<file path="src/rtl/conv_pkg.sv">
// Shared constants, FSM encoding and width helper for the weight scanner.
package conv_pkg;
  localparam int DEF_KSIZE = 3;
  localparam int DEF_OSIZE = 19;
  localparam int DEF_NCH   = 16;
  localparam int DEF_DW    = 8;
  localparam int DEF_AW    = 4;

  typedef enum logic [1:0] {S_IDLE, S_LOAD, S_SCAN, S_DONE} state_t;

  // clog2 clamped to one bit so a size-1 axis still gets a legal port
  function automatic int cw(input int n);
    return (n > 1) ? $clog2(n) : 1;
  endfunction
endpackage

</file>
<file path="src/rtl/weight_scan_if.sv">
// Downstream weight stream: kernel tap for all channels plus scan coordinates.
interface weight_scan_if
  import conv_pkg::*;
#(
  parameter int KSIZE = DEF_KSIZE,
  parameter int OSIZE = DEF_OSIZE,
  parameter int NCH   = DEF_NCH,
  parameter int DW    = DEF_DW
) ();
  localparam int KW = cw(KSIZE);
  localparam int OW = cw(OSIZE);

  logic [NCH*DW-1:0] w_out;
  logic              w_valid;
  logic              w_ready;
  logic [KW-1:0]     x, y;
  logic [OW-1:0]     X, Y;

  modport master (output w_out, w_valid, x, y, X, Y, input w_ready);
  modport slave  (input w_out, w_valid, x, y, X, Y, output w_ready);
endinterface

</file>
<file path="src/rtl/wrap_counter.sv">
// Enable-gated counter 0..MAX that wraps to 0; wrap flags the terminal value.
module wrap_counter #(
  parameter int MAX = 2,
  parameter int W   = 2
) (
  input  logic         clk,
  input  logic         rst,
  input  logic         enable,
  output logic [W-1:0] q,
  output logic         wrap
);
  logic [W-1:0] q_q;

  assign wrap = (q_q == W'(MAX));
  assign q    = q_q;

  always_ff @(posedge clk) begin
    if (rst)         q_q <= '0;
    else if (enable) q_q <= wrap ? '0 : q_q + 1'b1;
  end
endmodule

</file>
<file path="src/rtl/weight_scan.sv">
// Loads a KSIZE x KSIZE kernel from NCH parallel weight memories, then streams
// every tap once per output window position under a valid/ready handshake.
module weight_scan
  import conv_pkg::*;
#(
  parameter int KSIZE = DEF_KSIZE,
  parameter int OSIZE = DEF_OSIZE,
  parameter int NCH   = DEF_NCH,
  parameter int DW    = DEF_DW,
  parameter int AW    = DEF_AW
) (
  input  logic              clk,
  input  logic              xrst,
  input  logic              start,
  output logic [AW-1:0]     w_raddr,
  input  logic [NCH*DW-1:0] w_rdata,
  weight_scan_if.master     ws,
  output logic              busy,
  output logic              finish
);
  localparam int KW = cw(KSIZE);
  localparam int OW = cw(OSIZE);
  localparam int K2 = KSIZE * KSIZE;
  localparam logic [AW:0] K2_C = (AW+1)'(K2);

  state_t            state_q;
  logic [AW:0]       ld_cnt_q, ld_nxt;
  logic [AW-1:0]     raddr_q, ld_idx, rd_idx;
  logic              vld_q, busy_q, fin_q;
  logic [NCH*DW-1:0] bank_q [2**AW];

  logic          xfer, last;
  logic          cx_w, cy_w, cX_w, cY_w;
  logic [KW-1:0] cx, cy;
  logic [OW-1:0] cX, cY;

  assign xfer = vld_q & ws.w_ready;
  assign last = xfer & cx_w & cy_w & cX_w & cY_w;

  // x fastest, each stage enabled only when every faster stage is wrapping
  wrap_counter #(.MAX(KSIZE-1), .W(KW)) u_cx (.clk(clk), .rst(xrst), .enable(xfer),
    .q(cx), .wrap(cx_w));
  wrap_counter #(.MAX(KSIZE-1), .W(KW)) u_cy (.clk(clk), .rst(xrst), .enable(xfer & cx_w),
    .q(cy), .wrap(cy_w));
  wrap_counter #(.MAX(OSIZE-1), .W(OW)) u_cX (.clk(clk), .rst(xrst), .enable(xfer & cx_w & cy_w),
    .q(cX), .wrap(cX_w));
  wrap_counter #(.MAX(OSIZE-1), .W(OW)) u_cY (.clk(clk), .rst(xrst),
    .enable(xfer & cx_w & cy_w & cX_w), .q(cY), .wrap(cY_w));

  assign ld_nxt = ld_cnt_q + 1'b1;
  assign ld_idx = ld_cnt_q[AW-1:0] - 1'b1;
  assign rd_idx = AW'(cy) * AW'(KSIZE) + AW'(cx);

  always_ff @(posedge clk) begin
    if (xrst) begin
      state_q  <= S_IDLE;
      ld_cnt_q <= '0;
      raddr_q  <= '0;
      vld_q    <= 1'b0;
      busy_q   <= 1'b0;
      fin_q    <= 1'b0;
    end else begin
      case (state_q)
        S_IDLE: begin
          fin_q <= 1'b0;
          if (start) begin
            state_q  <= S_LOAD;
            ld_cnt_q <= '0;
            raddr_q  <= '0;
            busy_q   <= 1'b1;
          end
        end
        S_LOAD: begin
          // one extra cycle after the last address lets its read data land
          ld_cnt_q <= ld_nxt;
          raddr_q  <= (ld_nxt < K2_C) ? ld_nxt[AW-1:0] : '0;
          if (ld_cnt_q == K2_C) begin
            state_q <= S_SCAN;
            vld_q   <= 1'b1;
            raddr_q <= '0;
          end
        end
        S_SCAN: begin
          if (last) begin
            state_q <= S_DONE;
            vld_q   <= 1'b0;
            fin_q   <= 1'b1;
          end
        end
        S_DONE: begin
          state_q <= S_IDLE;
          fin_q   <= 1'b0;
          busy_q  <= 1'b0;
        end
        default: state_q <= S_IDLE;
      endcase
    end
  end

  // read data for address a arrives while ld_cnt_q == a+1
  always_ff @(posedge clk) begin
    if (xrst) begin
      for (int i = 0; i < 2**AW; i++) bank_q[i] <= '0;
    end else if (state_q == S_LOAD && ld_cnt_q != '0) begin
      bank_q[ld_idx] <= w_rdata;
    end
  end

  assign ws.w_out   = bank_q[rd_idx];
  assign ws.w_valid = vld_q;
  assign ws.x       = cx;
  assign ws.y       = cy;
  assign ws.X       = cX;
  assign ws.Y       = cY;
  assign w_raddr    = raddr_q;
  assign busy       = busy_q;
  assign finish     = fin_q;
endmodule

</file>
<file path="src/flat_wrapper.sv">
// flat-port wrapper written by rule: the top's interface ports become plain ports
module weight_scan_flat import conv_pkg::*;
#(
  parameter int KSIZE = DEF_KSIZE,
  parameter int OSIZE = DEF_OSIZE,
  parameter int NCH   = DEF_NCH,
  parameter int DW    = DEF_DW,
  parameter int AW    = DEF_AW
)
  (clk, xrst, start, w_raddr, w_rdata, busy, finish, ws_w_out, ws_w_valid, ws_x, ws_y, ws_X, ws_Y, ws_w_ready);
  weight_scan_if #(.KSIZE(KSIZE), .OSIZE(OSIZE), .NCH(NCH), .DW(DW)) ws_i ();
  input  logic clk;
  input  logic xrst;
  input  logic start;
  output logic [AW-1:0] w_raddr;
  input  logic [NCH*DW-1:0] w_rdata;
  output logic busy;
  output logic finish;
  output wire logic [$bits(ws_i.w_out)-1:0] ws_w_out;
  output wire logic [$bits(ws_i.w_valid)-1:0] ws_w_valid;
  output wire logic [$bits(ws_i.x)-1:0] ws_x;
  output wire logic [$bits(ws_i.y)-1:0] ws_y;
  output wire logic [$bits(ws_i.X)-1:0] ws_X;
  output wire logic [$bits(ws_i.Y)-1:0] ws_Y;
  input wire logic [$bits(ws_i.w_ready)-1:0] ws_w_ready;
  assign ws_w_out = ws_i.w_out;
  assign ws_w_valid = ws_i.w_valid;
  assign ws_x = ws_i.x;
  assign ws_y = ws_i.y;
  assign ws_X = ws_i.X;
  assign ws_Y = ws_i.Y;
  assign ws_i.w_ready = ws_w_ready;
  weight_scan #(.KSIZE(KSIZE), .OSIZE(OSIZE), .NCH(NCH), .DW(DW), .AW(AW)) u_core (.clk(clk), .xrst(xrst), .start(start), .w_raddr(w_raddr), .w_rdata(w_rdata), .ws(ws_i), .busy(busy), .finish(finish));
endmodule
</file>
<file path="config.mk">
export PLATFORM = sky130hd
export DESIGN_NAME = weight_scan_flat
export DESIGN_NICKNAME = d
export VERILOG_FILES = /design/src/rtl/conv_pkg.sv /design/src/rtl/weight_scan_if.sv /design/src/rtl/wrap_counter.sv /design/src/rtl/weight_scan.sv /design/src/flat_wrapper.sv
export SDC_FILE = /design/constraint.sdc
export NUM_CORES = 2
export LEC_CHECK = 0
export CORE_MARGIN = 2
export CORE_UTILIZATION = 60
export CTS_BUF_LIST = sky130_fd_sc_hd__clkbuf_4 sky130_fd_sc_hd__clkbuf_8
export CTS_CLUSTER_DIAMETER = 80
export DETAILED_ROUTE_END_ITERATION = 12
export GPL_TIMING_DRIVEN = 0
export PLACE_DENSITY_LB_ADDON = 0.05
export SETUP_SLACK_MARGIN = 0.2
export SYNTH_ARGS = -nofsm -noshare
export SYNTH_HDL_FRONTEND = slang
export SYNTH_SLANG_ARGS = --single-unit
</file>
<file path="constraint.sdc">
create_clock -name clk -period 14.3 [get_ports clk]
set_input_delay 2.145 -clock clk [delete_from_list [all_inputs] [get_ports clk]]
set_output_delay 2.145 -clock clk [all_outputs]
set_load 0.02 [all_outputs]
</file>
==> metrics <==
Comb pwr share=between 7 and 8%; critical-path cell list=fa_1, ha_1, fa_1, buf_2, buf_2, buf_1, mux4_2, mux2i_1, a21oi_1, clkdlybuf4s50_1; first-pass GRT wire length=380000 um; final net count=6502; # Max-Cap Violations=1; Pre-Repair DR Iteration Count=6; sw frac=23.0%; Finished Layout Cells=~8.7k; cts hold-fix bufs=0; post-CTS setup buffer count=0; Yosys reg bits=2076; fmax=111 MHz; TritonCTS clock tree=yes; most frequent cell after synthesis=and2_1; worst IR drop on VDD=around 85 uV; CTS buffer count=353; RSZ-0062 raised after global routing=no; 1st-iter DRT viols=6310; register area share after synthesis=66.6%; syn_nets=5784; Slew @ Worst Pin=between 1.5 and 2 ns; Final min period=8.99 ns; vias in the first global route=~55k; Pint=0.00993 W; wire per inst=30.6 um; clock buffer depth=4; Post-CTS Resized=0; via count=53.7k; WS Path Type=flop to output port; synthesized area per cell=16.5 um^2; GRT Resource Usage Total=34.2%; reg-to-reg startpoint=u_core.ld_cnt_q[0]; crit start category=flop; clock slew at reported path FFs=0.06 ns; Async S/R FF share, synth=0%; Crit path max-delay family=buffers and inverters; area grow syn2layout=15.0%; Synth area leaders=edfxtp_1 66%, mux4_2 14%, and2_1 14%; Hold Path Origin=u_core.w_raddr[3]; initial core utilization=60.5%; total global routing overflow=0; Port Buffers=279; # IOs=281; Routed Antenna Nets=0; post-synthesis cell count=5632; largest net degree at the start of global routing=46; fin. max-slew vios=9; Yosys top cell by area=edfxtp_1; drt drc=0; CP max stage delay=1.01 ns; Final Cycle Share=a little over three fifths; Pleak=38.1 nW; initial antenna violation count=41; area share of the largest cell type after synthesis=66.0%; share of cells above drive strength 1=20.4%; WP buf/inv=4; routability cong.=0.819; HP Class=flop to flop; final instance area=approximately 110000 um^2; failing checks=max-capacitance violations, max-slew violations; final setup violation count=0; net switching power=around 0.0030 W; Worst-Skew Late Latency=1.05 ns; Die Wd=398 um; Netlist cell types=56; core area=about 150000 um^2; Die ar.=between 150000 and 200000 um^2; Clock Power Share=38.8%; required time of the critical path=about 12 ns; Reg power frac=a little over half; Area after DPL=101000 um^2; nature of the critical path endpoint=output port; Crit path arrival time=approximately 6.8 ns; hpwl dp=roughly 180000 um; Post-Syn Area=93200 um^2; Final Hold Fails=0; Sink Count=2076; clk_skew=0.0483 ns; Synth warnings=0; FP Rows=144; top post-synthesis cells by count=2053 x and2_1, 2048 x edfxtp_1, 591 x mux4_2; outcome=finished with violations; Slew headroom=-2.32%; slowest CP cell=buf_1; Crit Path Max Fanout=15; Critical Path Source=u_core.u_cy.q[1]; Max H-tree Level=5; Root Driver=clkbuf_8; Post-synth top flop=edfxtp_1; wire length after detailed routing=265000 um; Die Ht=398 um; number of synthesized flops with an enable pin=2048; power density cells=120 nW/um^2; vias per cell=6.20; Placed Instances=around 8.0k
## area by class of cell
type,instances,area [um^2]
diodes,30,75.1
plain buffers,527,2250
clock buffers,478,5870
clock inverters,117,507
fillers,10402,47000
inverters,12,45.0
multi-input cells,3017,28900
flip-flops and latches,2076,62100
well taps,2044,2560
repair buffers,363,4810
## cell families after synthesis
kind of cell | count (synthesis) | synth area share, %
AND/OR/NAND/NOR | 2192 | 14.6
flip-flops | 2076 | 66.6
multiplexers | 642 | 14.8
buffers and inverters | 539 | 2.46
AO/OA/AOI/OAI | 155 | 1.09
adder cells (fa/ha/maj) | 20 | 0.285
XOR/XNOR | 8 | 0.0752
## layer usage
layer  GRT usage, %  share of wire (%)
met1           45.0                 37
met2           54.9                 48
met3           9.11                 11
met4           13.3                4.0
met5              0              0.074
## worst paths after layout
path                           endpoint  slack, ns  cells after the start
hold reg to reg       u_core.w_raddr[3]       0.46                      1
setup reg to reg  u_core.bank_q[13][60]       9.96                     10
setup / recovery            ws_w_out[6]       5.31                     10
hold / removal        u_core.w_raddr[3]       0.46                      1
## power by group through the flow
| stage | clock (W) | sequential (W) | combinational (W) |
|---|---|---|---|
| 2_1_floorplan | 0 | 0.00709 | 0.000540 |
| 3_3_place_gp | 0 | 0.00717 | 0.000892 |
| 3_5_place_dp | 0 | 0.00705 | 0.000974 |
| 4_1_cts | 0.00504 | 0.00693 | 0.000978 |
| 5_1_grt | 0.00529 | 0.00694 | 0.00103 |
| 6_report | 0.00500 | 0.00693 | 0.000976 |
## worst register-to-register path, delay by kind of cell, from the launching register on
kind	cells	cell delay, ns
adders and majority gates	1	0.24
and+or+nand+nor	3	1.23
buffers and inverters	5	1.66
DFF	1	0.37
AOI/OAI and AO/OA	1	0.37
## state kept, by name, indices dropped and copies added, names as in the netlist
name,flops
u_core.w_raddr,4
u_core.state_q,2
u_core.finish,1
u_core.busy,1
u_core.u_cY.q,5
u_core.ld_cnt_q,5
u_core.ws.w_valid,1
u_core.u_cy.q,2
u_core.bank_q,2048
u_core.u_cx.q,2
u_core.u_cX.q,5
## cells in the final DEF, fill, tap and decap left out, types with 8 or more instances in the layout
master	n
and2_1	2053
edfxtp_1	2048
mux4_2	591
clkbuf_1	364
clkbuf_8	364
clkdlybuf4s50_1	279
clkbuf_4	114
buf_2	112
clkinv_1	90
a21oi_1	62
mux2i_1	51
a211oi_1	51
nor2b_1	50
buf_16	45
buf_12	39
diode_2	30
nor2_1	28
dfxtp_1	28
clkinv_2	23
buf_1	21
ha_1	18
inv_1	12
buf_4	11
buf_6	11
nand2_1	10
clkbuf_2	8
o21ai_4	8
or2_4	8
## stage by stage
| stage | hold slack (ns) | utilization [%] | power [W] | setup slack [ns] | TNS (ns) |
|---|---|---|---|---|---|
| detailed placement | 0.450 | 65.3 | 0.00803 | 6.43 | 0 |
| global placement | 0.453 | 63.9 | 0.00806 | -9.66 | -8784.96 |
| CTS | 0.462 | 69.5 | 0.0129 | 5.31 | 0 |
| global route | 0.484 | 69.5 | 0.0133 | 5.09 | 0 |
| finish | 0.463 | 69.5 | 0.0129 | 5.31 | 0 |
| floorplan | 0.468 | - | 0.00763 | 1.75 | 0 |
(Power assumes the default switching activity.)
